--- config.mk ---
export PLATFORM = sky130hd
export DESIGN_NAME = motor_pwm_drv
export DESIGN_NICKNAME = d
export VERILOG_FILES = /design/src/rtl/motor_pwm_drv.sv
export SDC_FILE = /design/constraint.sdc
export NUM_CORES = 1
export LEC_CHECK = 0
export ABC_AREA = 1
export BUFFER_PORTS_ARGS = -buffer_cell sky130_fd_sc_hd__buf_2
export CAP_MARGIN = 20
export CORE_MARGIN = 2
export CORE_UTILIZATION = 60
export DETAILED_ROUTE_END_ITERATION = 8
export PLACE_DENSITY = 0.85
export RECOVER_POWER = 25
export REMOVE_ABC_BUFFERS = 1
export SYNTH_ARGS = -nofsm -noshare
export SYNTH_HDL_FRONTEND = slang
export SYNTH_SLANG_ARGS = --single-unit
--- constraint.sdc ---
create_clock -name clk -period 7.9 [get_ports clk]
set_clock_uncertainty 0.1 [all_clocks]
set_input_delay 0.79 -clock clk [delete_from_list [all_inputs] [get_ports clk]]
set_output_delay 0.79 -clock clk [all_outputs]
set_load 0.05 [all_outputs]
--- src/rtl/motor_pwm_drv.sv ---
// H-bridge PWM driver: signed command -> magnitude/direction, edge-aligned PWM with dead time on reversal.
// Latency: outputs registered; a command takes effect at the next period boundary (plus DEADTIME on reversal).
// Backpressure: one-entry pending register; cmd_ready is low while it is full.
module motor_pwm_drv #(
    parameter int PERIOD   = 4095,
    parameter int DEADTIME = 64
) (
    input  logic        clk,
    input  logic        rst_n,
    input  logic [12:0] cmd,
    input  logic        cmd_valid,
    output logic        cmd_ready,
    input  logic        enable,
    output logic        out_a,
    output logic        out_b,
    output logic        period_start,
    output logic        sat
);

    typedef enum logic [1:0] {IDLE, RUN, DEAD} state_t;

    localparam logic [11:0] PER_M1 = 12'(PERIOD - 1);
    localparam logic [12:0] PER_13 = 13'(PERIOD);
    localparam logic [7:0]  DT_M1  = 8'(DEADTIME - 1);

    state_t      state_q, state_d;
    logic [11:0] cnt_q, cnt_d;
    logic [7:0]  dcnt_q, dcnt_d;
    logic [11:0] duty_q, duty_d;
    logic        dir_q, dir_d;
    logic        sat_q, sat_d;
    logic        pend_full_q, pend_full_d;
    logic [11:0] pend_duty_q, pend_duty_d;
    logic        pend_dir_q, pend_dir_d;
    logic        pend_sat_q, pend_sat_d;
    logic        cmd_ready_q, cmd_ready_d;
    logic        out_a_q, out_a_d;
    logic        out_b_q, out_b_d;
    logic        ps_q, ps_d;

    logic [12:0] mag;
    logic        in_sat;
    logic [11:0] in_duty;
    logic        boundary;
    logic        load;
    logic        run_d;

    // -4096 folds to 4096, which fits in 13 bits unsigned
    assign mag     = cmd[12] ? (~cmd + 13'd1) : cmd;
    assign in_sat  = mag > PER_13;
    assign in_duty = in_sat ? PER_13[11:0] : mag[11:0];

    always_comb begin
        state_d     = state_q;
        cnt_d       = cnt_q;
        dcnt_d      = dcnt_q;
        duty_d      = duty_q;
        dir_d       = dir_q;
        sat_d       = sat_q;
        pend_full_d = pend_full_q;
        pend_duty_d = pend_duty_q;
        pend_dir_d  = pend_dir_q;
        pend_sat_d  = pend_sat_q;
        boundary    = 1'b0;
        load        = 1'b0;

        case (state_q)
            IDLE: begin
                cnt_d  = '0;
                duty_d = '0;
                sat_d  = 1'b0;
                if (enable) boundary = 1'b1;
            end
            RUN: begin
                if (!enable) begin
                    state_d = IDLE;
                    cnt_d   = '0;
                    duty_d  = '0;
                    sat_d   = 1'b0;
                end else if (cnt_q == PER_M1) begin
                    boundary = 1'b1;
                end else begin
                    cnt_d = cnt_q + 12'd1;
                end
            end
            DEAD: begin
                if (!enable) begin
                    state_d = IDLE;
                    cnt_d   = '0;
                    duty_d  = '0;
                    sat_d   = 1'b0;
                end else if (dcnt_q == 8'd0) begin
                    load = pend_full_q;
                    state_d = RUN;
                    cnt_d   = '0;
                end else begin
                    dcnt_d = dcnt_q - 8'd1;
                end
            end
            default: state_d = IDLE;
        endcase

        if (boundary) begin
            state_d = RUN;
            cnt_d   = '0;
            // A zero-magnitude command never counts as a reversal
            if (pend_full_q) begin
                if ((pend_dir_q != dir_q) && (pend_duty_q != 12'd0)) begin
                    state_d = DEAD;
                    dcnt_d  = DT_M1;
                end else begin
                    load = 1'b1;
                end
            end
        end

        if (load) begin
            duty_d      = pend_duty_q;
            sat_d       = pend_sat_q;
            pend_full_d = 1'b0;
            if (pend_duty_q != 12'd0) dir_d = pend_dir_q;
        end

        if (cmd_valid && cmd_ready_q) begin
            pend_full_d = 1'b1;
            pend_duty_d = in_duty;
            pend_dir_d  = !cmd[12];
            pend_sat_d  = in_sat;
        end

        cmd_ready_d = !pend_full_d;
        run_d       = (state_d == RUN);
        out_a_d     = run_d && dir_d && (cnt_d < duty_d);
        out_b_d     = run_d && !dir_d && (cnt_d < duty_d);
        ps_d        = run_d && (cnt_d == 12'd0);
    end

    always_ff @(posedge clk or negedge rst_n) begin
        if (!rst_n) begin
            state_q     <= IDLE;
            cnt_q       <= '0;
            dcnt_q      <= '0;
            duty_q      <= '0;
            dir_q       <= 1'b1;
            sat_q       <= 1'b0;
            pend_full_q <= 1'b0;
            pend_duty_q <= '0;
            pend_dir_q  <= 1'b1;
            pend_sat_q  <= 1'b0;
            cmd_ready_q <= 1'b1;
            out_a_q     <= 1'b0;
            out_b_q     <= 1'b0;
            ps_q        <= 1'b0;
        end else begin
            state_q     <= state_d;
            cnt_q       <= cnt_d;
            dcnt_q      <= dcnt_d;
            duty_q      <= duty_d;
            dir_q       <= dir_d;
            sat_q       <= sat_d;
            pend_full_q <= pend_full_d;
            pend_duty_q <= pend_duty_d;
            pend_dir_q  <= pend_dir_d;
            pend_sat_q  <= pend_sat_d;
            cmd_ready_q <= cmd_ready_d;
            out_a_q     <= out_a_d;
            out_b_q     <= out_b_d;
            ps_q        <= ps_d;
        end
    end

    assign cmd_ready    = cmd_ready_q;
    assign out_a        = out_a_q;
    assign out_b        = out_b_q;
    assign period_start = ps_q;
    assign sat          = sat_q;

endmodule

==> impl.org <==
** Clock network
- The longest clock path from root to sink contains 2 buffers.
- Total number of H-tree levels :: 2
- Post-cts sizing count :: 0
- In this run, CTS created clock tree buffers numbering 5.
- Clock tree from TritonCTS :: built
- Clock latency on the worst-skew pair, taken at its later pin, is 0.30 ns.
- Clock transition at path regs :: 0.10 ns
- The tree is rooted in a sky130_fd_sc_hd__clkbuf_8.
- The tree built by TritonCTS fans out to 55 sinks.
- Cts hold-fix bufs :: 0
- Setup Buffers After CTS :: 0

** Floorplan
- The initialized floorplan defines 27 standard-cell rows.
- Die Span X :: 79.6 microns
- The die covers 6330 sq um.
- In this run the standard cell core region covers 5510 sq um.
- The floorplan step set the die height to 79.6 microns.
- Starting density of the core :: 62.3%
- In this run the count of I/O pins placed on the die edge is 22.

** STA
- Final-report hold violation count :: 0
- The count of pins over their slew limit came to 56.
- At the pin with the least slew margin, the transition time is 2.83 ns.
- Min Hold Slack :: 0.417 ns
- Tmin final :: 3.31 ns
- RSZ-0062 raised after global routing :: no
- The worst pin sits at a relative slew slack of -88.8%.
- Endpoints failing setup :: 0
- Final-layout setup total negative slack :: 0 ns
- Static timing analysis puts the maximum clock frequency at 0.302 GHz.
- Final clock period utilization by the worst path :: 41.9%

** Synth
- After technology mapping, the gate count stands at 440.
- In this run, synthesis inferred 0 flip-flops with an integrated enable.
- Most used flip-flop cell after synthesis :: sky130_fd_sc_hd__dfrtp_1
- Warnings from Yosys :: 0
- Counting flops with an async set or reset pin after synthesis yields a share of 100%.
- Synthesis instantiated 37 different standard cells from the library.
- Synthesis inferred 55 register bits.
- Post-synthesis average cell area :: 7.79 sq um
- Register area share after synthesis :: 40.3%
- After synthesis the cells add up to 3430 sq um.

** Placed design
- Post-DP HPWL :: 5580 microns
- In this run the tool buffered the top-level ports with 21 buffer cells.
- At the end of routability-driven placement, the weighted congestion stood at 0.953.

** Setup path
- CP required :: 8.04 ns
- Reg2Reg Setup Slack :: 4.59 ns
- Data arrival time of the critical path :: 3.45 ns
- Worst R2R End :: out_a$_DFF_PN0_
- STA classifies the critical path startpoint as a flip-flop.
- In this design, the critical path's most frequently occurring cell is sky130_fd_sc_hd__nand2_4.
- Crit Path Class :: flip-flop to flip-flop
- Critical path cell sequence :: inv_1 > ha_1 > nand2_1 > nor2_4 > nand4_4 > nand2_4 > nand2_4 > nand2_4 > nand2_2 > o21ai_0 > inv_1 > ha_1 > a21oi_1 > nor2_1 > a211oi_1 > o221a_2 > nand2_1 > nor2_1
- Endpoint type of the worst setup path :: flip-flop
- CP max stage cell :: sky130_fd_sc_hd__dfrtp_1
- In this design, the stage delay of the slowest critical-path cell is 0.43 ns.
- Of all nets on the critical path, the largest fanout is 25.
- Reg-to-Reg Start :: cnt_q[0]$_DFF_PN0_
- Worst Reg2Reg Path Length in Cells :: 18

** Power and ir drop
- PD cells :: 291 nW/um^2
- Static Leakage :: 2.01 nW
- Across the VDD grid, the largest voltage drop is 205 uV.

** Route
- Drt drc :: 0
- Number of vias per cell :: 5.59
- The detailed router placed 2986 vias in this run.
- For this block, the routed nets add up to 7250 microns of wire.
- In this run, the number of DRC markers left after iteration 0 of detailed routing was 223.
- First-pass detailed-route iteration total :: 5
- ANT nets after route :: 0
- Avg WL per Cell :: 13.6 microns

** Worst hold path
- Hold Startpoint :: dcnt_q[7]$_DFF_PN0_
- Hold-critical path depth :: 1
- Hold Crit Endpoint :: dcnt_q[7]$_DFF_PN0_
- The tightest min-delay check is of the flip-flop to flip-flop type.

** Layout
- Commonest non-fill, non-tap cell in the layout :: sky130_fd_sc_hd__nand2_1
- The area growth from synthesis to layout is 8.91%.
- Filler cells :: 464
- In the final layout, the share of cells above drive strength 1 is 11.3%.
- Count of inserted antenna diode cells :: 0
- Most frequent cells in the layout :: sky130_fd_sc_hd__nand2_1, sky130_fd_sc_hd__inv_1, sky130_fd_sc_hd__dfrtp_1
- After the last flow step, the layout net total stands at 497.

** GRT
- Via count of the first global-routing pass :: 2829
- Global routing used 24.9% of the available tracks.
- Summed over all layers, the global routing overflow is 0.
- The first global-routing pass estimated 12400 microns of wire.
- Entering global routing, the biggest net connects 56 pins.
- Number of antenna violations at the first check in global routing :: 0

** Run
- Max-cap violations in this run came to 1.

** Run status
- Failing checks :: max-capacitance violations, max-slew violations
- The flow ran to the end, but the final reports show violations.
[kinds of logic after synthesis]
family	Yosys count	synth area share [%]
mux	1	0.438
buf+inv	84	9.20
compound gates	79	13.6
fa+ha+maj	19	6.93
simple gates	190	26.5
xor+xnor	12	3.07
flops	55	40.3
[cell usage after synthesis, types with 4 or more instances]
library cell               count  area (sq um)
sky130_fd_sc_hd__dfrtp_1      52          1300
sky130_fd_sc_hd__a22oi_1       8          60.1
sky130_fd_sc_hd__nand2_2       5          31.3
sky130_fd_sc_hd__ha_1         19           238
sky130_fd_sc_hd__o21ai_0      40           200
sky130_fd_sc_hd__xor2_1       10          87.6
sky130_fd_sc_hd__nand3b_1      4          30.0
sky130_fd_sc_hd__inv_1        75           282
sky130_fd_sc_hd__nor3_1        8          40.0
sky130_fd_sc_hd__clkbuf_1      7          26.3
sky130_fd_sc_hd__nor2_1       45           169
sky130_fd_sc_hd__nand3_1      34           170
sky130_fd_sc_hd__o211ai_1      4          30.0
sky130_fd_sc_hd__nand4_1       4          25.0
sky130_fd_sc_hd__a21oi_1      15          75.1
sky130_fd_sc_hd__nand2_4       4          45.0
sky130_fd_sc_hd__nand2_1      76           285
[sequential cells by signal (all words and copies together) (netlist names), 2 cells and up]
| name | flops |
|---|---|
| duty_q | 12 |
| pend_duty_q | 12 |
| state_q | 2 |
| cnt_q | 12 |
| dcnt_q | 8 |
[worst max path at each step]
stage                       start                          end  slack (ns)  depth (start not counted)
3_3_place_gp               enable              out_a$_DFF_PN0_        4.62                         17
5_1_grt                     rst_n  pend_duty_q[10]$_DFFE_PN0P_        4.11                          2
3_5_place_dp               enable              out_b$_DFF_PN0_        4.45                         17
4_1_cts        cnt_q[0]$_DFF_PN0_              out_b$_DFF_PN0_        4.60                         18
2_1_floorplan              enable              out_b$_DFF_PN0_        4.98                         16
6_report       cnt_q[0]$_DFF_PN0_              out_a$_DFF_PN0_        4.59                         18
[power breakdown]
group          internal [mW]  switching (mW)  total [mW]
Combinational          0.140           0.294       0.434
Sequential             0.380          0.0559       0.436
Clock                  0.126          0.0892       0.216
Total                  0.647           0.439        1.09
[layer usage]
metal  vias up  share of wire (%)  track usage (%)
met1      1393                 42             31.1
met4         0                1.8             7.59
li1       1491                  -                -
met3        12                4.4             3.73
met5         -                  0                0
met2        90                 51             44.4
[critical path, delay by kind of cell (launching register included)]
family / cells / cell delay [ns]
buf+inv: 2 / 0.20
fa+ha+maj: 2 / 0.49
compound gates: 4 / 0.92
simple gates: 10 / 1.12
flops: 1 / 0.43
[stage by stage]
| step | worst slack [ns] | total power [mW] | instance area [sq um] | util [%] | instances |
|---|---|---|---|---|---|
| floorplan | 4.98 | 0.752 | 3400 | - | 432 |
| global placement | 4.62 | 0.848 | 3600 | 65.4 | 526 |
| detailed placement | 4.45 | 0.871 | 3600 | 65.4 | 526 |
| CTS | 4.60 | 1.09 | 3740 | 67.9 | 534 |
| global route | 4.11 | 1.16 | 3730 | 67.8 | 534 |
| finish | 4.59 | 1.09 | 3730 | 67.8 | 534 |
[layout make-up]
| class | instances | area (sq um) | share of cell area, % |
|---|---|---|---|
| Inverter | 76 | 285 | 7.64 |
| Sequential cell | 55 | 1380 | 37.0 |
| Clock buffer | 5 | 68.8 | 1.84 |
| Timing Repair Buffer | 22 | 109 | 2.92 |
| Tap cell | 72 | 90.1 | 2.41 |
| Clock inverter | 3 | 67.6 | 1.81 |
| Multi-Input combinational cell | 301 | 1730 | 46.4 |
No activity file was read; power rests on OpenSTA's default activity.
